<file path="src/rtl/imm_decode_stage.sv">
// Decode stage ahead of execute: derives ImmSel from opcode/funct3, generates the immediate
// with imm_gen on instr[31:7], and hands entries to execute through a 2-entry skid buffer.

module imm_gen #(
  parameter int DWIDTH   = 32,
  parameter int IMMWIDTH = 25
) (
  input  logic [IMMWIDTH-1:0] imm_in,
  input  logic [3:0]          imm_sel,
  output logic [DWIDTH-1:0]   imm_out
);

  // Re-index so that ins[k] lines up with instruction bit k (imm_in starts at bit 7).
  logic [31:0] ins;
  logic [31:0] imm32;

  assign ins = {imm_in[24:0], 7'b0000000};

  // Immediate format selection; codes outside the defined set produce zero.
  always_comb begin
    imm32 = 32'h0000_0000;
    case (imm_sel)
      4'b1000: imm32 = {{20{ins[31]}}, ins[31:20]};
      4'b0000: imm32 = {27'h000_0000, ins[24:20]};
      4'b0001: imm32 = {{20{ins[31]}}, ins[31:25], ins[11:7]};
      4'b0010: imm32 = {{19{ins[31]}}, ins[31], ins[7], ins[30:25], ins[11:8], 1'b0};
      4'b0011: imm32 = {ins[31:12], 12'h000};
      4'b0100: imm32 = {{11{ins[31]}}, ins[31], ins[19:12], ins[20], ins[30:21], 1'b0};
      default: imm32 = 32'h0000_0000;
    endcase
  end

  assign imm_out = DWIDTH'($signed(imm32));

endmodule

module imm_decode_stage #(
  parameter int DWIDTH   = 32,
  parameter int IMMWIDTH = 25,
  parameter int PCWIDTH  = 32
) (
  input  logic               clk,
  input  logic               rst_n,
  input  logic               flush,
  input  logic               in_valid,
  output logic               in_ready,
  input  logic [31:0]        in_instr,
  input  logic [PCWIDTH-1:0] in_pc,
  output logic               out_valid,
  input  logic               out_ready,
  output logic [DWIDTH-1:0]  out_imm,
  output logic [3:0]         out_immsel,
  output logic [PCWIDTH-1:0] out_pc,
  output logic               out_illegal
);

  typedef enum logic [1:0] {
    EMPTY = 2'd0,
    HALF  = 2'd1,
    FULL  = 2'd2
  } state_t;

  typedef struct packed {
    logic [DWIDTH-1:0]  imm;
    logic [3:0]         immsel;
    logic [PCWIDTH-1:0] pc;
    logic               illegal;
  } entry_t;

  localparam entry_t RST_ENTRY = '{imm: '0, immsel: 4'b0111, pc: '0, illegal: 1'b0};

  state_t state_q, state_d;
  entry_t main_q, main_d;
  entry_t skid_q, skid_d;
  entry_t in_entry;

  logic [6:0]        opcode;
  logic [2:0]        funct3;
  logic [3:0]        immsel_s;
  logic              illegal_s;
  logic [DWIDTH-1:0] imm_s;
  logic              in_fire;
  logic              out_fire;

  assign opcode = in_instr[6:0];
  assign funct3 = in_instr[14:12];

  // ImmSel and legality decode from opcode/funct3.
  always_comb begin
    immsel_s  = 4'b0111;
    illegal_s = 1'b0;
    case (opcode)
      7'b0000011, 7'b1100111: immsel_s = 4'b1000;
      7'b0010011: begin
        if ((funct3 == 3'b001) || (funct3 == 3'b101)) begin
          immsel_s = 4'b0000;
        end else begin
          immsel_s = 4'b1000;
        end
      end
      7'b0100011:             immsel_s = 4'b0001;
      7'b1100011:             immsel_s = 4'b0010;
      7'b0110111, 7'b0010111: immsel_s = 4'b0011;
      7'b1101111:             immsel_s = 4'b0100;
      7'b0110011:             immsel_s = 4'b0111;
      default: begin
        immsel_s  = 4'b0111;
        illegal_s = 1'b1;
      end
    endcase
  end

  imm_gen #(
    .DWIDTH   (DWIDTH),
    .IMMWIDTH (IMMWIDTH)
  ) u_imm_gen (
    .imm_in  (in_instr[31:7]),
    .imm_sel (immsel_s),
    .imm_out (imm_s)
  );

  assign in_entry = '{imm: imm_s, immsel: immsel_s, pc: in_pc, illegal: illegal_s};

  assign in_ready    = (state_q != FULL);
  assign out_valid   = (state_q != EMPTY);
  assign in_fire     = in_valid & in_ready;
  assign out_fire    = out_valid & out_ready;
  assign out_imm     = main_q.imm;
  assign out_immsel  = main_q.immsel;
  assign out_pc      = main_q.pc;
  assign out_illegal = main_q.illegal;

  // Occupancy FSM; MAIN keeps its contents when it empties so outputs hold their last value.
  always_comb begin
    state_d = state_q;
    main_d  = main_q;
    skid_d  = skid_q;
    if (flush) begin
      state_d = EMPTY;
      skid_d  = '0;
    end else begin
      case (state_q)
        EMPTY: begin
          if (in_fire) begin
            main_d  = in_entry;
            state_d = HALF;
          end else begin
            state_d = EMPTY;
          end
        end
        HALF: begin
          if (in_fire && out_fire) begin
            main_d  = in_entry;
            state_d = HALF;
          end else if (in_fire) begin
            skid_d  = in_entry;
            state_d = FULL;
          end else if (out_fire) begin
            state_d = EMPTY;
          end else begin
            state_d = HALF;
          end
        end
        FULL: begin
          if (out_fire) begin
            main_d  = skid_q;
            state_d = HALF;
          end else begin
            state_d = FULL;
          end
        end
        default: begin
          state_d = EMPTY;
          main_d  = RST_ENTRY;
          skid_d  = '0;
        end
      endcase
    end
  end

  // State and entry registers.
  always_ff @(posedge clk or negedge rst_n) begin
    if (!rst_n) begin
      state_q <= EMPTY;
      main_q  <= RST_ENTRY;
      skid_q  <= '0;
    end else begin
      state_q <= state_d;
      main_q  <= main_d;
      skid_q  <= skid_d;
    end
  end

endmodule
</file>
<file path="config.mk">
export PLATFORM = sky130hd
export DESIGN_NAME = imm_decode_stage
export DESIGN_NICKNAME = d
export VERILOG_FILES = /design/src/rtl/imm_decode_stage.sv
export SDC_FILE = /design/constraint.sdc
export NUM_CORES = 1
export LEC_CHECK = 0
export ABC_CLOCK_PERIOD_IN_PS = 7100
export CELL_PAD_IN_SITES_DETAIL_PLACEMENT = 1
export CELL_PAD_IN_SITES_GLOBAL_PLACEMENT = 1
export CORE_MARGIN = 4
export CORE_UTILIZATION = 52
export DETAILED_ROUTE_END_ITERATION = 7
export DONT_BUFFER_PORTS = 1
export GPL_ROUTABILITY_DRIVEN = 0
export PLACE_DENSITY_LB_ADDON = 0.25
export SETUP_SLACK_MARGIN = 0.2
export SLEW_MARGIN = 20
export SYNTH_ARGS = -nofsm -noshare
export SYNTH_HDL_FRONTEND = slang
export SYNTH_HIERARCHICAL = 1
export SYNTH_SLANG_ARGS = --single-unit
</file>
<file path="constraint.sdc">
create_clock -name clk -period 7.1 [get_ports clk]
set_input_delay 1.42 -clock clk [delete_from_list [all_inputs] [get_ports clk]]
set_output_delay 1.42 -clock clk [all_outputs]
set_load 0.01 [all_outputs]
</file>
== Word level (Yosys, flattened, before mapping) ==
Cells that the tools add are included.

* Register bits: 140
* Input port bits: 69
* Output and inout port bits: 71
* Logic and storage cells: 66

* Equal/unequal tests: 25
* Mux-type cells: 18
* Bitwise logic cells: 3
* Reductions and logical operators: 11

{| class="wikitable"
|+ Operators by type and width
! cell !! number
|-
| $mux W69 || 5
|-
| $pmux W69 S3 || 1
|-
| $pmux W32 S6 || 1
|-
| $pmux W69 S2 || 1
|-
| $pmux W4 S6 || 1
|-
| $eq A7 B6 Y1 const B || 3
|-
| $eq A7 B7 Y1 const B || 3
|-
| $eq A7 B5 Y1 const B || 2
|-
| $reduce_or A9 Y1 || 1
|-
| $eq A4 B2 Y1 const B || 2
|-
| $mux W2 || 4
|-
| $ne A2 B2 Y1 const B || 4
|-
| $eq A7 B2 Y1 const B || 1
|-
| $ne A3 B3 Y1 const B || 2
|-
| $pmux W2 S3 || 1
|-
| $reduce_or A2 Y1 || 3
|-
| $eq A4 B1 Y1 const B || 1
|-
| $eq A4 B3 Y1 const B || 1
|-
| $eq A4 B4 Y1 const B || 1
|-
| $logic_not A4 Y1 || 1
|-
| $mux W4 || 1
|-
| $reduce_and A4 Y1 || 1
|-
| $eq A3 B1 Y1 const B || 1
|-
| $eq A3 B3 Y1 const B || 1
|-
| other kinds (11) || 14
|}

== Longest topological paths before layout ==
Gate-level depths: netlist of run 1.

* Word-level depth: 10
* Mapped depth: 14
* Mapped depth without buffers: 8

== By module ==
The synthesis of run 1 kept the hierarchy.

{| class="wikitable"
|+ Modules (own cells, without submodules)
! module !! times used !! cells an instance !! area an instance (um^2) !! seq. area each (um^2)
|-
| imm_decode_stage || 1 || 589 || 6152.2 || 3507.1
|-
| imm_gen || 1 || 92 || 564.3 || 0.0
|}

== Worst setup path before layout of run 1 ==
Ideal clock, no wire load.

* Kind: input to register
* From: input port in_instr[6]
* To: register main_q, in the netlist out_imm[30]
* Library setup time: 0.126 ns
* Arrival time: 3.313 ns
* Required time: 6.974 ns
* Slack: 3.661 ns
* Stages on the path: 11
* Buffers on the path: 3
* Path through: buf_2 > nor4_1 > a31oi_1 > or2_2 > buf_4 > nor4b_2 > a22oi_2 > buf_4 > nand3_1 > a22oi_1 > a21oi_1

* Longest elaborated chain between the ends: 7
* Elaborated cells between the ends (all ways): 21
* Classes of those cells: eq/ne: 13; mux: 5; reduce/logical: 3

{| class="wikitable"
|+ RTL lines
! item !! line !! text
|-
| start, declared || 47 || <nowiki>input logic [31:0] in_instr,</nowiki>
|-
| $eq A7 B6 Y1, or another cell as far along || 92 || <nowiki>case (opcode)</nowiki>
|-
| $reduce_or A2 Y1 (on tied branches) || -- ||
|-
| $pmux W4 S6 (*) || 92 ||
|-
| net immsel_s[0] || 79 || <nowiki>logic [3:0] immsel_s;</nowiki>
|-
| $eq A4 B3 Y1, or another cell as far along || 22 || <nowiki>case (imm_sel)</nowiki>
|-
| $pmux W32 S6 (*) || 22 ||
|-
| net imm_s[30] || 81 || <nowiki>logic [DWIDTH-1:0] imm_s;</nowiki>
|-
| $mux W69 (on tied branches) || 152, 144 ||
|-
| $pmux W69 S3 (*) || 142 || <nowiki>case (state_q)</nowiki>
|-
| end signal, assigned || 189 || <nowiki>main_q <= main_d;</nowiki>
|-
| end, declared || 73 || <nowiki>entry_t main_q, main_d;</nowiki>
|}

The timed path passes the listed nets; every way through them passes the cells marked *. The select of a mux whose other input is x is not followed.
A chain may end at the register's enable or synchronous reset.

== Worst setup path after layout of run 1 ==
* From: register state_q[1]
* To: register skid_q[4] (netlist bit)

* Longest elaborated chain between the ends: 5
* Elaborated cells between the ends (all ways): 15
* Classes of those cells: eq/ne: 6; mux: 2; bitwise: 2; reduce/logical: 5

{| class="wikitable"
|+ RTL lines
! item !! line !! text
|-
| start, declared || 72 || <nowiki>state_t state_q, state_d;</nowiki>
|-
| start signal, assigned || 188 || <nowiki>state_q <= state_d;</nowiki>
|-
| $ne A2 B2 Y1 (*) || 124 || <nowiki>assign in_ready = (state_q != FULL);</nowiki>
|-
| net in_ready || 46 || <nowiki>output logic in_ready,</nowiki>
|-
| $and A1 B1 Y1 (*) || 126 || <nowiki>assign in_fire = in_valid & in_ready;</nowiki>
|-
| $logic_and A1 B1 Y1 || 152 || <nowiki>if (in_fire && out_fire) begin</nowiki>
|-
| $ne A3 B3 Y1 (no line) || -- ||
|-
| $reduce_and A3 Y1 (no line) (*) || -- ||
|-
| end signal, assigned || 190 || <nowiki>skid_q <= skid_d;</nowiki>
|-
| end, declared || 74 || <nowiki>entry_t skid_q, skid_d;</nowiki>
|}

The timed path passes the listed nets; every way through them passes the cells marked *.

==> results of run 1 <==
==> worst min-delay path by stage <==
| stage | cells after the start | startpoint | slack, ns | to |
|---|---|---|---|---|
| after CTS | 1 | skid_q[0] | 0.49 | skid_q[0] |
| after floorplan | 1 | skid_q[0] | 0.46 | skid_q[0] |
| after global routing | 1 | skid_q[0] | 0.52 | skid_q[0] |
| after global placement | 1 | skid_q[0] | 0.47 | skid_q[0] |
| final | 1 | skid_q[0] | 0.49 | skid_q[0] |
| after detailed placement | 1 | skid_q[0] | 0.48 | skid_q[0] |
==> state kept, by name, indices dropped and copies added (netlist names) <==
signal       flops
skid_q          69
out_imm         32
out_illegal      1
out_immsel       4
out_pc          32
state_q          2
==> cells by family after synthesis <==
| group | Yosys count | share of synthesized area, % |
|---|---|---|
| AO/OA/AOI/OAI | 240 | 23.64 |
| AND/OR/NAND/NOR | 221 | 17.03 |
| flip-flops | 140 | 52.22 |
| buffers and inverters | 76 | 6.483 |
| XOR/XNOR | 2 | 0.2609 |
| adder cells (fa/ha/maj) | 2 | 0.3725 |
==> layout make-up <==
cell class,count,area (um2)
clock buffer,24,491.7
clock inverter,8,65.06
fill,1423,5421
inverter,12,45.04
multi-input combinational,465,2806
sequential,140,3507
tap,172,215.2
timing repair buffer,9,67.56
==> metal layers <==
metal  vias up  wire length [um]
met1      2701              7746
met3        28              1428
li1       2376                 -
met5         -                 0
met2       169              9016
met4         0               424
==> per-stage QoR <==
stage	hold WS [ns]	cell area, um2	util (%)	setup slack [ns]
after CTS	0.4930	7198	57.04	3.298
after detailed placement	0.4800	6641	52.63	2.906
after global placement	0.4713	6641	52.63	3.095
after global routing	0.5172	7198	57.04	3.056
final	0.4865	7198	57.04	3.315
after floorplan	0.4628	6716	-	3.661
==> layout by cell type (no fill, tap or decap), types with 4 or more instances in the layout <==
cell type,n
a21oi_1,70
nor2_1,72
inv_1,11
nand2_1,54
clkbuf_8,4
a22o_1,35
clkbuf_16,17
o21ai_1,4
dfrtp_1,137
a22oi_1,64
nand3_1,21
a32oi_1,5
o32ai_1,4
nand3b_1,34
o21ai_0,44
or2_2,4
nor3_1,6
clkinv_2,7
buf_4,9
nor2b_1,9
==> worst register-to-register path, stage by stage, from the launching register on <==
cell and delay, ns:
dfrtp_1 0.55, nor2b_4 0.21, inv_1 0.21, and2_1 0.21
ha_1 0.17, and2b_1 0.22, o21ai_4 0.75, nor2b_4 0.57
buf_4 0.53, o21ai_0 0.21
==> power by group through the flow <==
stage | registers [uW] | clock network (uW) | logic (uW)
after global routing | 1040 | 899 | 235
final | 1030 | 844 | 205
after detailed placement | 1040 | 0 | 204
after global placement | 1040 | 0 | 191
after CTS | 1030 | 856 | 206
after floorplan | 1010 | 0 | 181
==> impl_metrics.toml, run 1 <==
[status]
outcome = "finished clean"

[global_route]
grt_max_degree = 141
antenna_found_initial = 0
met3_usage_pct = 8.728
gr-total-overflow = 0
grt_pass1_vias = 5450
busiest_layer = "met2"
grt.total_usage_pct = 25.88
grt_use_met1_pct = 33.62
use_met2_pct = 40.41
grt_pass1_wl_um = 30010

[cts]
htree_levels = 4
cts-root-buf = "clkbuf_16"
cts_buffer_depth = 2
cts_hold_buf = 0
cts_tree = "built"
cts.clk_slew.worst_paths_ns = 0.06
clk_latency_ns = 0.42
postCtsSetupRepairBufs = 0
cts_buffers = 17
clock_sinks = 140
cts_resized = 0

[placement]
numPlacedInstances = 798
io_buffers = 0
dp_hpwl_um = 11620

[finish]
drive_above_1_share_pct = 8.815
layout.nets = 716
finalNonFillerCells = 830
area_growth_pct = 7.172
antenna_cells = 0

[pwr]
power_switching_uw = 578.8
vdd_drop_max_mv = 0.1472
clkPwrFrac_pct = 40.6
combinationalPowerShare_pct = 9.9
p_per_area_nw_per_um2 = 288.5
total_power_uw = 2077
seqPwrFrac_pct = 49.5
intPower_uw = 1498
leakagePower_uw = 0.003046
p_sw_share_pct = 27.87

[detailed_routing]
avgViaCountPerCell = 6.354
drt_wl_total_um = 18620
drcViolationCount = 0
drtIter0Drc = 455
antenna_left = 0
dr_total_vias = 5274
wl_per_cell_um = 22.43
drt_first_pass_iters = 6

[worst_setup_path]
r2r_cells = 9
required_ns = 7.37
crit_path_top_delay_cell = "o21ai_4"
worstSetupPathType = "register to register"
crit_path_max_fanout = 48
startpoint = "state_q[1]"
critPathLaunchType = "register"
critPathBufInv = 2
critPathTopFamily = "simple AND/OR/NAND/NOR gates"
cp.arrival_ns = 4.06
crit_end = "skid_q[4]"
cpMostUsedCell = "nor2b_4"
reg2reg_to = "skid_q[4]"
worst-path-stages = 9
cp_cell_sequence = "nor2b_4 > inv_1 > and2_1 > ha_1 > and2b_1 > o21ai_4 > nor2b_4 > buf_4 > o21ai_0"
reg2reg_from = "state_q[1]"
timing.critical_path.to_type = "register"
cp_slowest_stage_delay_ns = 0.75
reg2reg_slack_ns = 3.32

[timing]
hold_viol = 0
relSlewSlack_pct = 35.42
tns_ns = 0
rsz0062_at_grt = "no"
min_period_ns = 3.785
worstMarginPinSlew_ns = 0.9651
setup_violations = 0
max_clock_freq_ghz = 0.2642
period_share_pct = 53.31
finalMaxSlewViolations = 0
clock_skew_ns = 0.005089

[synth]
ys_warn_count = 6
synth_edf_count = 0
seq_area_frac_synth_pct = 52.22
synth-seq-cells = 140
synth_top_area_share_pct = 51.04
ys_types = 46
netlist_area_um2 = 6716
syn_inst = 681
synth_flop_cell = "dfrtp_1"
netlist_top_cells_area = "dfrtp_1 51%, a22oi_1 7.2%, a21oi_1 5.2%, a22o_1 4.6%, nor2_1 4.0%"
async_flop_share_pct = 100.0
yosysMostFrequentCell = "dfrtp_1"
syn-num-nets = 752
synth_area_leader_cell = "dfrtp_1"
syn_area_per_cell_um2 = 9.863
yosys-top-cells-count = "137 x dfrtp_1, 72 x nor2_1, 70 x a21oi_1, 64 x a22oi_1, 54 x nand2_1"

[floorplan]
boundaryPins = 140
core_um2 = 12620
rows = 41
die_y_um = 121.7
dieArea_um2 = 14800
start_util_pct = 53.22
dieWidth_um = 121.7

[min_path]
hold_class = "register to register"

[job]
drv_cap = 0
Power figures use the tool's default switching activity.
==> inputs of run 2 (changes only) <==
--- a/config.mk
+++ b/config.mk
@@ -5,11 +5,11 @@
 export SDC_FILE = /design/constraint.sdc
 export NUM_CORES = 1
 export LEC_CHECK = 0
-export ABC_CLOCK_PERIOD_IN_PS = 7100
+export ABC_CLOCK_PERIOD_IN_PS = 3600
 export CELL_PAD_IN_SITES_DETAIL_PLACEMENT = 1
 export CELL_PAD_IN_SITES_GLOBAL_PLACEMENT = 1
 export CORE_MARGIN = 4
-export CORE_UTILIZATION = 52
+export CORE_UTILIZATION = 49
 export DETAILED_ROUTE_END_ITERATION = 7
 export DONT_BUFFER_PORTS = 1
 export GPL_ROUTABILITY_DRIVEN = 0
==> constraint.sdc (replaced) <==
create_clock -name clk -period 3.6 [get_ports clk]
set_input_delay 0.72 -clock clk [delete_from_list [all_inputs] [get_ports clk]]
set_output_delay 0.72 -clock clk [all_outputs]
set_load 0.01 [all_outputs]
==> run 2 against run 1 <==
Compared with the run above: sequential share of layout area fell by 0.87 points; register-to-register slack got worse by 2.6 ns; final cell count rose by 1.3%; non-clock buffer count rose by 7; worst setup slack got worse by 2.6 ns; hold slack got worse by 0.35 ns; sequential power rose by 98%; critical endpoint is now out_pc[19]; largest cell class unchanged.
==> impl_metrics.toml, run 2 (same netlist as run 1, synthesis figures left out) <==
[status]
outcome = "finished clean"

[cts]
htree_levels = 4
clock_sinks = 140
cts-root-buf = "clkbuf_16"
cts_tree = "built"
clk_latency_ns = 0.42
cts_buffers = 17
cts.clk_slew.worst_paths_ns = 0.06
cts_buffer_depth = 2

[pwr]
seqPwrFrac_pct = 48.5
intPower_uw = 3010
p_per_area_nw_per_um2 = 573.9
total_power_uw = 4206
p_sw_share_pct = 28.42
clkPwrFrac_pct = 40.7
combinationalPowerShare_pct = 10.9
leakagePower_uw = 0.003102
power_switching_uw = 1195
vdd_drop_max_mv = 0.3185

[timing]
rsz0062_at_grt = "no"
tns_ns = 0
setup_violations = 0
finalMaxSlewViolations = 0
timing.hold.ws_ns = 0.1345
period_share_pct = 80.59
min_period_ns = 2.901
clock_skew_ns = 0.004909
hold_viol = 0
worstMarginPinSlew_ns = 0.8191
max_clock_freq_ghz = 0.3447
relSlewSlack_pct = 45.39
fin_ws_ns = 0.6989

[finish]
antenna_cells = 0
layout.nets = 723
top_register = "skid_q"
largest_reg_flops = 69
final_common_cell = "dfrtp_1"
drive_above_1_share_pct = 9.774
most-common-layout-cells = "137 x dfrtp_1, 72 x nor2_1, 70 x a21oi_1, 64 x a22oi_1, 54 x nand2_1"
area_growth_pct = 9.110
fill_cells = 1486

[worst_setup_path]
cp_cell_sequence = "nor2b_4 > inv_1 > and2_1 > ha_1 > nand2_1 > a311oi_4 > buf_4 > nor2_1 > a21oi_1"
crit_path_max_fanout = 32
critPathLaunchType = "register"
cp.arrival_ns = 3.24
crit_path_top_delay_cell = "a311oi_4"
cp_slowest_stage_delay_ns = 0.73
critPathBufInv = 2
reg2reg_slack_ns = 0.70
critPathTopFamily = "compound AO/OA/AOI/OAI gates"
required_ns = 3.94
reg2reg_from = "state_q[1]"
worstSetupPathType = "register to register"
timing.critical_path.to_type = "register"
r2r_cells = 9
reg2reg_to = "out_pc[19]"

[global_route]
use_met2_pct = 39.89
busiest_layer = "met2"
grt.total_usage_pct = 25.45
met3_usage_pct = 8.145
gr-total-overflow = 0
grt_pass1_vias = 5863
antenna_found_initial = 0
grt_pass1_wl_um = 32200
grt_use_met1_pct = 33.87
grt_max_degree = 141

[placement]
io_buffers = 0
dp_hpwl_um = 12260
post-place-ws_ns = 0.3483

[floorplan]
dieWidth_um = 125.1
die_y_um = 125.1
rows = 42
start_util_pct = 50.32
boundaryPins = 140
dieArea_um2 = 15640
core_um2 = 13350

[detailed_routing]
wl_per_cell_um = 23.38
antenna_left = 0
drtIter0Drc = 372
drt_wl_total_um = 19670
drcViolationCount = 0
drt_first_pass_iters = 5
dr_total_vias = 5376
avgViaCountPerCell = 6.392

[min_path]
hold_class = "primary input to asynchronous set/reset pin"

[job]
drv_cap = 0
==> run 2: changes by cell type in the layout (fill, tap and decap cells not counted), sizes merged <==
cell	change
clkinvlp	+1
clkbuf	+2
clkinv	-3
buf	+7
==> run 2: final cells by class <==
type | count | area, um2 | area share, %
Sequential cell | 140 | 3507 | 47.86
Multi-Input combinational cell | 465 | 2806 | 38.30
Clock buffer | 26 | 519.2 | 7.086
Tap cell | 176 | 220.2 | 3.005
Timing Repair Buffer | 16 | 172.7 | 2.356
Clock inverter | 6 | 57.56 | 0.7854
Inverter | 12 | 45.04 | 0.6146
==> run 2: worst max-delay path by stage <==
| stage | end | slack, ns | from | depth (start not counted) |
|---|---|---|---|---|
| floorplan | out_imm[30] | 0.86 | in_instr[6] | 11 |
| detailed placement | out_imm[31] | 0.35 | in_instr[5] | 8 |
| global route | out_pc[23] | 0.50 | state_q[1] | 9 |
| global placement | out_imm[31] | 0.53 | in_instr[5] | 8 |
| CTS | out_pc[19] | 0.67 | state_q[1] | 9 |
| finish | out_pc[19] | 0.70 | state_q[1] | 9 |
==> run 2: repair_timing <==
item                       CTS  global route
resized for setup            0             0
setup endpoints to repair    0             0
buffers inserted             0             0
hold endpoints to repair   137            99
==> run 2: power groups by stage <==
stage | Clock (uW) | Sequential (uW) | Combinational [uW]
2_1_floorplan | 0 | 1990 | 357
3_3_place_gp | 0 | 2060 | 391
3_5_place_dp | 0 | 2070 | 419
4_1_cts | 1740 | 2040 | 424
5_1_grt | 1810 | 2070 | 524
6_report | 1710 | 2040 | 457
==> run 2: through the flow <==
step | instances | area (um2) | utilization, %
2_1_floorplan | 681 | 6716 | -
3_3_place_gp | 807 | 6696 | 50.17
3_5_place_dp | 807 | 6696 | 50.17
4_1_cts | 839 | 7273 | 54.49
5_1_grt | 841 | 7328 | 54.90
6_report | 841 | 7328 | 54.90
==> run 2: metal layers <==
| metal | up-vias | wire length (um) |
|---|---|---|
| met5 | - | 0 |
| met4 | 0 | 357 |
| met3 | 27 | 1491 |
| met2 | 154 | 9196 |
| met1 | 2791 | 8619 |
| li1 | 2404 | - |
==> inputs of run 3 (changes only) <==
--- a/config.mk
+++ b/config.mk
@@ -5,11 +5,11 @@
 export SDC_FILE = /design/constraint.sdc
 export NUM_CORES = 1
 export LEC_CHECK = 0
-export ABC_CLOCK_PERIOD_IN_PS = 3600
+export ABC_CLOCK_PERIOD_IN_PS = 2300
 export CELL_PAD_IN_SITES_DETAIL_PLACEMENT = 1
 export CELL_PAD_IN_SITES_GLOBAL_PLACEMENT = 1
 export CORE_MARGIN = 4
-export CORE_UTILIZATION = 49
+export CORE_UTILIZATION = 44
 export DETAILED_ROUTE_END_ITERATION = 7
 export DONT_BUFFER_PORTS = 1
 export GPL_ROUTABILITY_DRIVEN = 0
==> constraint.sdc (replaced) <==
create_clock -name clk -period 2.3 [get_ports clk]
set_input_delay 0.46 -clock clk [delete_from_list [all_inputs] [get_ports clk]]
set_output_delay 0.46 -clock clk [all_outputs]
set_load 0.01 [all_outputs]
==> run 3 against run 2 <==
Compared with the run above: the run now ends with negative hold slack left; routed wire length up 6.0%; flip-flop and latch count unchanged; clock power up 53%; hold slack worse by 0.40 ns; die area up 11%; register-to-register slack worse by 0.45 ns; critical endpoint is now out_imm[20].
==> impl_metrics.toml, run 3 (same netlist as run 1, synthesis figures left out) <==
[placement]
numPlacedInstances = 837
post-place-ws_ns = -0.2493
place_area_um2 = 7123
dp_hpwl_um = 12550
io_buffers = 0

[cts]
clock_sinks = 140
htree_levels = 4
clk_latency_ns = 0.42
cts_buffers = 17
cts_buffer_depth = 2
cts-root-buf = "clkbuf_16"
cts_tree = "built"
cts.clk_slew.worst_paths_ns = 0.06

[finish]
largest_reg_flops = 69
final_common_cell = "dfrtp_1"
antenna_cells = 0
fin_util_pct = 54.38
top_register = "skid_q"
most-common-layout-cells = "137 x dfrtp_1, 70 x nor2_1, 67 x a21oi_1, 63 x a22oi_1, 43 x nand2_1"
layout.nets = 758
drive_above_1_share_pct = 21.43
final_area_um2 = 8023
finalNonFillerCells = 884
area_growth_pct = 19.45

[detailed_routing]
wl_per_cell_um = 23.59
drcViolationCount = 0
drt_wl_total_um = 20850
drtIter0Drc = 369
dr_total_vias = 5517
avgViaCountPerCell = 6.241
antenna_left = 0
drt_first_pass_iters = 5

[timing]
rsz0062_at_grt = "yes"
period_share_pct = 90.11
tns_ns = 0
clock_skew_ns = 0.007839
fin_ws_ns = 0.2274
min_period_ns = 2.073
relSlewSlack_pct = 44.78
timing.hold.ws_ns = -0.2671
setup_violations = 0
max_clock_freq_ghz = 0.4825
finalMaxSlewViolations = 0
hold_viol = 140
worstMarginPinSlew_ns = 0.8282

[worst_setup_path]
required_ns = 2.59
critPathBufInv = 2
cp_cell_sequence = "and4b_1 > nor3_2 > or2_4 > buf_4 > nor3b_2 > a22oi_2 > buf_4 > nand3_2 > a22oi_1 > a21oi_1"
cp.arrival_ns = 2.36
crit_path_top_delay_cell = "a22oi_1"
cp_slowest_stage_delay_ns = 0.28
cpMostUsedCell = "buf_4"
critPathTopFamily = "simple AND/OR/NAND/NOR gates"
timing.critical_path.to_type = "register"
worstSetupPathType = "primary input to register"
critPathLaunchType = "primary input"
crit_path_max_fanout = 10

[global_route]
grt_pass1_wl_um = 31880
antenna_found_initial = 0
gr-total-overflow = 0
grt_max_degree = 141
grt.total_usage_pct = 22.55
grt_pass1_vias = 5715

[floorplan]
dieArea_um2 = 17310
rows = 44
dieWidth_um = 131.6
core_um2 = 14750
start_util_pct = 45.52
die_y_um = 131.6
boundaryPins = 140

[pwr]
vdd_drop_max_mv = 0.4953
p_per_area_nw_per_um2 = 821.0
leakagePower_uw = 0.003439

[status]
outcome = "complete, but fails checks"
violations = "negative hold slack"

[job]
drv_cap = 0

[min_path]
hold_class = "primary input to asynchronous set/reset pin"
-- run 3: worst reg2reg max path, cell delays in order (launching register included) --
cell	delay, ns
dfrtp_1	0.42
or2_4	0.28
nand2_4	0.07
inv_2	0.04
ha_4	0.15
and2b_2	0.24
o21ai_4	0.06
nor2b_4	0.13
buf_4	0.16
clkbuf_16	0.17
a22o_1	0.23
-- run 3: layout make-up --
| type | count | area (um2) |
|---|---|---|
| clock inverters | 12 | 96.34 |
| well taps | 184 | 230.2 |
| inverters | 12 | 47.55 |
| clock buffers | 20 | 466.7 |
| fillers | 1590 | 6731 |
| flip-flops and latches | 140 | 3507 |
| repair buffers | 51 | 586.8 |
| multi-input cells | 465 | 3088 |
-- run 3: metrics by stage --
stage | hold WS (ns) | power, uW
final | -0.2671 | 6586
after floorplan | 0.1644 | 3706
after global placement | 0.1712 | 3871
after CTS | -0.2777 | 6537
after detailed placement | 0.1701 | 3919
after global routing | -0.2902 | 6911
-- run 3: power breakdown --
group / total [uW] / switching [uW] / internal (uW)
registers: 3170 / 378 / 2790
logic: 810 / 454 / 356
clock network: 2610 / 1050 / 1560
-- run 3: final timing paths --
kind	startpoint	depth (start not counted)	end	slack, ns
max	in_instr[5]	10	out_imm[20]	0.23
min	rst_n	0	out_imm[10]	-0.27
max reg2reg	state_q[0]	10	skid_q[52]	0.25
min reg2reg	skid_q[0]	1	skid_q[0]	0.51
max in group asynchronous	rst_n	0	out_immsel[1]	2.33
min in group clk	flush	1	state_q[1]	0.11
-- run 3: metal layers --
metal | wire length [um] | part of all wire [%] | track usage, %
met5 | 0 | 0 | 0
met4 | 325 | 1.6 | 7.235
met1 | 8952 | 43 | 29.22
met3 | 1467 | 7.0 | 7.913
met2 | 10110 | 48 | 35.62
-- run 3: timing repair --
action	4_1_cts	5_1_grt
setup endpoints to repair	6	93
endpoints found under the hold margin	140	140
pin swaps	1	8
buffers inserted	0	7
resized for setup	1	28
cloned	0	8
